## config.mk

```make
export PLATFORM = sky130hd
export DESIGN_NAME = mem_port_arbiter
export DESIGN_NICKNAME = d
export VERILOG_FILES = /design/src/rtl/mem_port_arbiter.sv
export SDC_FILE = /design/constraint.sdc
export NUM_CORES = 1
export LEC_CHECK = 0
export BUFFER_PORTS_ARGS = -buffer_cell sky130_fd_sc_hd__buf_2
export CORE_MARGIN = 3
export CORE_UTILIZATION = 51
export CTS_BUF_LIST = sky130_fd_sc_hd__clkbuf_8 sky130_fd_sc_hd__clkbuf_16
export DETAILED_ROUTE_END_ITERATION = 6
export HOLD_SLACK_MARGIN = 0.08
export PLACE_DENSITY = 0.95
export SYNTH_ARGS = -nofsm -noshare
export SYNTH_HDL_FRONTEND = slang
export SYNTH_SLANG_ARGS = --single-unit
```

## constraint.sdc

```tcl
create_clock -name clk -period 5.05 [get_ports clk]
set_clock_uncertainty 0.2 [all_clocks]
set_input_delay 1.01 -clock clk [delete_from_list [all_inputs] [get_ports clk]]
set_output_delay 1.01 -clock clk [all_outputs]
set_load 0.01 [all_outputs]
```

## src/rtl/mem_port_arbiter.sv

```systemverilog
// Single-port memory bank sequencer shared by the IF (fetch) and MEM (load/store) pipeline stages.
// Optional feature: define FETCH_STARVE_GUARD_EN to let a waiting fetch win after STARVE_MAX MEM grants.
module mem_port_arbiter #(
   parameter int ADDR_W     = 8,
   parameter int DATA_W     = 32,
   parameter int MEM_LAT    = 2,
   parameter int STARVE_MAX = 4
) (
   input  logic              clk,
   input  logic              rst,
   input  logic              if_req,
   input  logic [ADDR_W-1:0] if_addr,
   output logic [DATA_W-1:0] if_rdata,
   output logic              if_ack,
   output logic              if_stall,
   input  logic              mem_req,
   input  logic              mem_we,
   input  logic [ADDR_W-1:0] mem_addr,
   input  logic [DATA_W-1:0] mem_wdata,
   output logic [DATA_W-1:0] mem_rdata,
   output logic              mem_ack,
   output logic              mem_stall,
   output logic              bank_en,
   output logic              bank_we,
   output logic [ADDR_W-1:0] bank_addr,
   output logic [DATA_W-1:0] bank_wdata,
   input  logic [DATA_W-1:0] bank_rdata,
   output logic              busy
);

   localparam int CNT_W = (MEM_LAT > 1) ? $clog2(MEM_LAT) : 1;

   typedef enum logic [1:0] {S_IDLE, S_BUSY, S_RESP} state_t;

   state_t              r_state;
   state_t              w_next;
   logic [CNT_W-1:0]    r_cnt;
   logic                r_win_mem;
   logic                r_we;
   logic [ADDR_W-1:0]   r_addr;
   logic [DATA_W-1:0]   r_wdata;
   logic [DATA_W-1:0]   r_if_rdata;
   logic [DATA_W-1:0]   r_mem_rdata;
   logic                w_any_req;
   logic                w_grant_mem;
   logic                w_issue;

   assign w_any_req = if_req | mem_req;
   assign w_issue   = (r_state == S_IDLE) & w_any_req;

`ifdef FETCH_STARVE_GUARD_EN
   localparam int ST_W = ($clog2(STARVE_MAX + 1) > 3) ? $clog2(STARVE_MAX + 1) : 3;

   logic [ST_W-1:0] r_starve;
   logic            w_starved;

   assign w_starved   = (r_starve == ST_W'(STARVE_MAX));
   assign w_grant_mem = mem_req & ~(if_req & w_starved);

   // Counts MEM grants that overtook a waiting fetch; any fetch grant or idle fetch port clears it.
   always_ff @(posedge clk) begin
      if (rst) begin
         r_starve <= '0;
      end else if (!if_req) begin
         r_starve <= '0;
      end else if (w_issue) begin
         r_starve <= w_grant_mem ? r_starve + 1'b1 : '0;
      end
   end
`else
   assign w_grant_mem = mem_req;
`endif

   always_ff @(posedge clk) begin
      if (rst) r_state <= S_IDLE;
      else     r_state <= w_next;
   end

   always_comb begin
      w_next = r_state;
      case (r_state)
         S_IDLE:  if (w_any_req) w_next = S_BUSY;
         S_BUSY:  if (r_cnt == '0) w_next = S_RESP;
         S_RESP:  w_next = S_IDLE;
         default: w_next = S_IDLE;
      endcase
   end

   always_comb begin
      bank_en = 1'b0;
      bank_we = 1'b0;
      busy    = 1'b0;
      if_ack  = 1'b0;
      mem_ack = 1'b0;
      case (r_state)
         S_BUSY: begin
            bank_en = 1'b1;
            bank_we = r_we;
            busy    = 1'b1;
         end
         S_RESP: begin
            busy    = 1'b1;
            if_ack  = ~r_win_mem;
            mem_ack = r_win_mem;
         end
         default: ;
      endcase
   end

   // Request latch at issue, countdown while the bank is held, read capture on the last bank cycle.
   always_ff @(posedge clk) begin
      if (rst) begin
         r_cnt       <= '0;
         r_win_mem   <= 1'b0;
         r_we        <= 1'b0;
         r_addr      <= '0;
         r_wdata     <= '0;
         r_if_rdata  <= '0;
         r_mem_rdata <= '0;
      end else if (w_issue) begin
         r_cnt     <= CNT_W'(MEM_LAT - 1);
         r_win_mem <= w_grant_mem;
         r_we      <= w_grant_mem & mem_we;
         r_addr    <= w_grant_mem ? mem_addr : if_addr;
         r_wdata   <= w_grant_mem ? mem_wdata : '0;
      end else if (r_state == S_BUSY) begin
         if (r_cnt != '0) begin
            r_cnt <= r_cnt - 1'b1;
         end else if (r_win_mem) begin
            r_mem_rdata <= bank_rdata;
         end else begin
            r_if_rdata <= bank_rdata;
         end
      end
   end

   assign bank_addr  = r_addr;
   assign bank_wdata = r_wdata;
   assign if_rdata   = r_if_rdata;
   assign mem_rdata  = r_mem_rdata;
   assign if_stall   = if_req & ~if_ack;
   assign mem_stall  = mem_req & ~mem_ack;

endmodule

```

==> results of run 1 <==
## cell usage after synthesis, types with 3 or more instances
cell type,count,share of area (%)
buf_2,4,0.45
dfxtp_1,109,49
nand2b_1,101,14
buf_6,5,1.3
nand2_1,35,2.9
a21oi_1,35,3.9
mux2i_1,74,17
ha_1,5,1.4
nor2b_1,3,0.42
clkbuf_1,27,2.3
nand3_1,33,3.7
nor2_1,9,0.76
a211oi_1,8,1.3
## layout make-up
cell class	instances	area [um^2]	area share, %
Clock buffer	11	151	2.69
Clock inverter	5	41.3	0.734
Inverter	2	7.51	0.134
Multi-Input combinational cell	310	2090	37.1
Sequential cell	109	2180	38.8
Tap cell	105	131	2.34
Timing Repair Buffer	201	1020	18.2
## registers in the layout (all words and copies together), names as in the netlist
register,count
bank_wdata,32
if_rdata,32
mem_rdata,32
bank_addr,8
r_state,2
r_cnt,1
r_we,1
r_win_mem,1
## worst reg2reg max path, stage by stage, from the launching register on
cell     delay [ps]
dfxtp_1         390
inv_1           100
ha_1            250
o21a_1          310
nor4b_4         270
buf_4           490
mux2i_1         310
## cells by family after synthesis
group                    after synthesis
AO/OA/AOI/OAI                         46
adder cells (fa/ha/maj)                5
buffers and inverters                 38
flip-flops                           109
multiplexers                          74
AND/OR/NAND/NOR                      185
## metrics by stage
step	util [%]	worst slack [ps]	hold slack [ps]	total power, mW
floorplan	-	2210	227	1.45
global placement	65.1	1870	234	1.64
detailed placement	65.1	1810	241	1.67
CTS	67.4	1850	255	2.17
global route	67.4	1740	272	2.28
finish	67.4	1840	256	2.15
## worst paths after layout
check | depth (start not counted) | to | slack (ps)
max | 3 | mem_stall | 1840
min | 2 | bank_wdata[28]$_SDFFE_PP0P_ | 260
max reg2reg | 6 | if_rdata[5]$_SDFFE_PP0P_ | 2640
min reg2reg | 2 | bank_wdata[28]$_SDFFE_PP0P_ | 260
## power groups by stage
| stage | Combinational (mW) | Clock (mW) | Sequential [mW] |
|---|---|---|---|
| after floorplan | 0.364 | 0 | 1.09 |
| after global placement | 0.592 | 0 | 1.05 |
| after detailed placement | 0.616 | 0 | 1.05 |
| final | 0.613 | 0.504 | 1.03 |
| after CTS | 0.619 | 0.519 | 1.03 |
| after global routing | 0.676 | 0.556 | 1.05 |
## metal layers
layer | share of wire (%) | track usage, %
met1 | 39 | 25.4
met2 | 51 | 39.6
met3 | 7.5 | 5.68
met4 | 2.3 | 7.67
met5 | 0 | 0
==> flow_summary_export.csv, run 1 <==
group,metric,value,unit
die,die_x,99.5,um
yosys,avgSynthCellArea,9.75,um^2
die,core_area,8340,um^2
yosys,synth_top_family_by_area,"simple AND/OR/NAND/NOR gates",
yosys,ys_seq_area_share,49.0,%
timing,finalSetupTns,0,ps
layout,fin_area,5620,um^2
pwr,switchingPower,0.717,mW
yosys,synth-xor-area-share,0,%
detailed_routing,drc,0,
die,dieHeight,99.5,um
setup_path,critical_path_class,"primary input to output pin",
yosys,ys.flop_type,"dfxtp_1",
detailed_routing,via_per_inst,5.13,
setup_path,cpMostUsedCell,"buf_2",
pwr,seqPwrFrac,48.0,%
grt,grt_max_degree,87,
pwr,cellPowerDensity,382,nW/um^2
clock_network,clock_latency,340,ps
timing,slew_viol_final,0,
timing,fmax,312,MHz
yosys,synth.mux.area_fraction,16.6,%
yosys,ys_async_sr_fraction,0,%
layout,layout_commonest_cell,"buf_2",
run_status,status,"finished clean",
setup_path,worstPathArrival,2000,ps
setup_path,cp-startpoint,"mem_req",
detailed_routing,wl_per_cell,14.8,um
clock_network,cts_resized,0,
clock_network,numCtsBuffers,9,
pwr,switching_share,33.4,%
setup_path,crit_path_start_kind,"primary input",
layout,drive_above_1_share,34.3,%
grt,grt_pass1_wl,17800,um
place,finalWeightedCongestion,0.809,
layout,fill_cells,666,
clock_network,cts_hold_buf,0,
timing,worst_pin_slew,852,ps
setup_path,cp_top_family,"buffers and inverters",
clock_network,postCtsSetupBuffers,0,
place,port_buffers,195,
setup_path,crit_required,3840,ps
timing,min_period,3210,ps
die,ios,196,
detailed_routing,wl,11000,um
yosys,synth-edff-count,0,
pwr,power.internal,1.43,mW
die,start_util,53.4,%
setup_path,path_max_fanout,46,
die,rows,33,
yosys,syn-num-nets,547,
place,post_dp_cell_area,5430,um^2
yosys,synth_compound_area_share,5.81,%
timing,rsz0062_at_grt,"no",
timing,setup_violations,0,
die,die-area,9890,um^2
pwr,power_frac_comb,28.5,%
grt,grt_pass1_vias,3851,
grt,grt_overflow,0,
clock_network,root_buffer,"clkbuf_8",
setup_path,end_kind,"output pin",
clock_network,clock-sinks,109,
timing,relSlewSlack,43.2,%
layout,layout_common_cells,"buf_2, dfxtp_1, nand2b_1",
worst_hold_path,hold_class,"flip-flop to flip-flop",
yosys,synth.distinct_cells,20,
yosys,synthAdderAreaFrac,1.40,%
layout,layout.nets,723,
setup_path,max_stage_delay,650,ps
layout,area_delta_synth_final,26.2,%
setup_path,critical-path-slowest-cell,"buf_2",
job,cap_violations,0,
worst_hold_path,hold_start,"bank_wdata[28]$_SDFFE_PP0P_",
pwr,ir_worst_vdd,0.239,mV
clock_network,cts_max_level,3,
layout,antennaDiodeCount,0,
pwr,p_leak,2.78,nW
grt,antenna_found_initial,0,
yosys,yosys_warnings,0,
clock_network,cts_tree,"done",
detailed_routing,firstDrtPassIters,4,
layout,instances_no_fill,743,
detailed_routing,first_iter_violations,102,
clock_network,path_clk_slew,90,ps
grt,grtUsageTotal,22.1,%
yosys,synth_area,4460,um^2
setup_path,r2r_start,"r_state[0]$_SDFFE_PP0P_",
yosys,syn_inst,457,
place,placedCellCount,727,
setup_path,cp_cell_sequence,"buf_2 -> nor2b_1 -> buf_2",
yosys,synth_seq_cells,109,
timing,hold_violations,0,
setup_path,worst-path-buf-inv,2,
pwr,clockPowerShare,23.4,%
place,hpwl,8190,um
detailed_routing,vias,3813,
clock_network,clock_path_buffers,2,
detailed_routing,ant_nets,0,
yosys,synthSimpleGateAreaFrac,23.0,%
timing,fin_crit_sh,63.6,%
(Power assumes the default switching activity.)
==> run 2: changes to the inputs <==
--- a/config.mk
+++ b/config.mk
@@ -5,13 +5,14 @@
 export SDC_FILE = /design/constraint.sdc
 export NUM_CORES = 1
 export LEC_CHECK = 0
+export ABC_AREA = 1
 export BUFFER_PORTS_ARGS = -buffer_cell sky130_fd_sc_hd__buf_2
 export CORE_MARGIN = 3
-export CORE_UTILIZATION = 51
+export CORE_UTILIZATION = 43
 export CTS_BUF_LIST = sky130_fd_sc_hd__clkbuf_8 sky130_fd_sc_hd__clkbuf_16
 export DETAILED_ROUTE_END_ITERATION = 6
 export HOLD_SLACK_MARGIN = 0.08
-export PLACE_DENSITY = 0.95
+export PLACE_DENSITY = 0.86
 export SYNTH_ARGS = -nofsm -noshare
 export SYNTH_HDL_FRONTEND = slang
 export SYNTH_SLANG_ARGS = --single-unit
==> constraint.sdc (replaced) <==
create_clock -name clk -period 2.9 [get_ports clk]
set_clock_uncertainty 0.2 [all_clocks]
set_input_delay 0.58 -clock clk [delete_from_list [all_inputs] [get_ports clk]]
set_output_delay 0.58 -clock clk [all_outputs]
set_load 0.01 [all_outputs]
==> flow_summary_export.csv, run 2 <==
group,metric,value,unit
grt,grt_overflow,0,
clock_network,clock_path_buffers,2,
detailed_routing,via_per_inst,4.65,
yosys,ys_async_sr_fraction,0,%
timing,relSlewSlack,58.9,%
yosys,ys_seq_area_share,47.1,%
die,die_x,110,um
setup_path,r2r_slack,800,ps
die,dieHeight,110,um
setup_path,worstPathArrival,1490,ps
setup_path,end_kind,"output pin",
place,finalWeightedCongestion,0.756,
setup_path,r2r_start,"r_state[1]$_SDFFE_PP0P_",
pwr,cellPowerDensity,606,nW/um^2
yosys,netlist_top_cells_area,"dfxtp_1, nand2_1, nor2_1",
worst_hold_path,min_to,"bank_wdata[13]$_SDFFE_PP0P_",
layout,layout_common_cells,"nand2_1, buf_2, nor2_1",
detailed_routing,wl_per_cell,12.2,um
detailed_routing,wl,12300,um
detailed_routing,firstDrtPassIters,5,
timing,slew_viol_final,0,
die,die-area,12100,um^2
clock_network,root_buffer,"clkbuf_8",
yosys,avgSynthCellArea,6.70,um^2
detailed_routing,m1WireLength,5150,um
yosys,ys.flop_type,"dfxtp_1",
layout,fill_cells,1039,
layout,area_delta_synth_final,27.5,%
setup_path,max_stage_delay,730,ps
setup_path,cp_top_family,"flip-flops",
timing,finalSetupTns,0,ps
timing,rsz0062_at_grt,"no",
grt,antenna_found_initial,0,
layout,drive_above_1_share,26.1,%
yosys,post-synth-top-count-cell,"nand2_1",
place,hpwl,8890,um
yosys,synth_common_cells,"nand2_1, nor2_1, dfxtp_1",
worst_hold_path,hold_start,"mem_wdata[13]",
timing,hold_violations,0,
die,ios,196,
detailed_routing,wl_met3,1040,um
grt,grt_max_degree,64,
setup_path,critical_path_class,"flip-flop to output pin",
setup_path,cp_cell_sequence,"nand2_1 -> inv_1 -> nor2_1 -> buf_2",
detailed_routing,top_layer,"met4",
die,core_area,10400,um^2
place,port_buffers,195,
layout,layout_commonest_cell,"nand2_1",
run_status,status,"finished clean",
grt,grt_pass1_vias,4254,
clock_network,numCtsBuffers,9,
die,start_util,44.5,%
clock_network,cts_resized,0,
layout,register_area,2180,um^2
detailed_routing,first_iter_violations,227,
clock_network,clock_latency,350,ps
setup_path,path_max_fanout,16,
layout,antennaDiodeCount,0,
pwr,ir_worst_vdd,0.316,mV
yosys,syn_inst,692,
layout,multi_input_area,1870,um^2
detailed_routing,vias,4689,
clock_network,cts_hold_buf,0,
setup_path,crit_path_start_kind,"flip-flop",
yosys,synth_area,4630,um^2
worst_hold_path,hold_class,"primary input to flip-flop",
detailed_routing,ant_nets,0,
pwr,p_total,3.58,mW
detailed_routing,drc,0,
timing,fin_crit_sh,78.2,%
timing,min_period,2270,ps
clock_network,postCtsSetupBuffers,0,
yosys,syn-num-nets,782,
job,cap_violations,0,
pwr,p_leak,3.20,nW
clock_network,cts_tree,"done",
worst_hold_path,hold_depth,3,
setup_path,r2r-end,"mem_rdata[7]$_SDFFE_PP0P_",
timing,fmax,441,MHz
setup_path,critical-path-slowest-cell,"dfxtp_1",
yosys,synth-edff-count,0,
layout,layout.nets,958,
grt,grt_pass1_wl,19700,um
grt,grtUsageTotal,20.3,%
die,rows,37,
yosys,synth_seq_cells,109,
yosys,yosys_warnings,0,
clock_network,clock-sinks,109,
setup_path,crit_required,2120,ps
setup_path,worst-path-buf-inv,2,
detailed_routing,dr_wl_met2,5940,um
yosys,synth_top_area_share,47.1,%
clock_network,cts_max_level,3,
yosys,synth.distinct_cells,18,
yosys,synth_area_leader_cell,"dfxtp_1",
setup_path,worst-r2r-cell-count,10,
timing,worst_pin_slew,616,ps
clock_network,path_clk_slew,110,ps
timing,setup_violations,0,
-- run 2: changes by cell type in the layout (fill, tap and decap cells not counted), sizes merged, moves of 8 or more --
cell | before | now
a211oi | 8 | 0
nand4 | 0 | 32
nand2b | 101 | 0
nor2 | 9 | 117
inv | 5 | 111
o21ai | 1 | 9
nand2 | 35 | 196
mux2i | 74 | 0
-- run 2: power breakdown --
part	total (mW)	internal [mW]	switching, mW
sequential	1.75	1.65	0.0954
combinational	0.974	0.346	0.628
clock	0.858	0.328	0.530
total	3.58	2.33	1.25
-- run 2: worst reg2reg max path, stage by stage (launching register included) --
cell	delay, ps
dfxtp_1	340
inv_1	120
ha_1	280
inv_1	130
nor2_2	140
buf_4	210
nand3_1	90
buf_4	270
nand2_1	110
inv_1	40
nor2_1	100
-- run 2: worst max path at each step --
stage | from | slack [ps] | cells after the start | endpoint
2_1_floorplan | r_win_mem$_SDFFE_PP0P_ | 940 | 4 | if_stall
3_3_place_gp | mem_req | 770 | 6 | mem_rdata[8]$_SDFFE_PP0P_
3_5_place_dp | mem_req | 740 | 6 | if_rdata[3]$_SDFFE_PP0P_
4_1_cts | r_win_mem$_SDFFE_PP0P_ | 600 | 4 | mem_stall
5_1_grt | r_win_mem$_SDFFE_PP0P_ | 510 | 4 | mem_stall
6_report | r_win_mem$_SDFFE_PP0P_ | 630 | 4 | mem_stall
-- run 2: per-layer routing --
metal	global-route usage, %	up-vias
met2	35.4	174
li1	-	2441
met4	5.52	0
met5	0	-
met1	24.1	2059
met3	6.11	15
-- run 2: kinds of logic after synthesis --
| group | after synthesis | share of synthesized area, % |
|---|---|---|
| simple gates | 382 | 33.8 |
| buf+inv | 150 | 12.7 |
| flops | 109 | 47.1 |
| compound gates | 46 | 5.05 |
| fa+ha+maj | 5 | 1.35 |
-- run 2: final cells by class --
cell class                 count  area share, %
clock buffer                   9           2.10
inverter                     108           6.86
timing repair buffer         207           18.5
clock inverter                 7           1.02
multi-input combinational    433           31.7
tap                          136           2.88
sequential                   109           36.9
-- run 2: per-stage QoR --
| step | utilization, % | setup WS (ps) | std cells | hold slack (ps) | cell area (um^2) |
|---|---|---|---|---|---|
| after floorplan | - | 936 | 692 | 240 | 4630 |
| after global placement | 54.9 | 772 | 993 | 246 | 5720 |
| after detailed placement | 54.9 | 742 | 993 | 252 | 5720 |
| after CTS | 56.7 | 601 | 1009 | 233 | 5910 |
| after global routing | 56.7 | 510 | 1009 | 224 | 5910 |
| final | 56.7 | 634 | 1009 | 261 | 5910 |
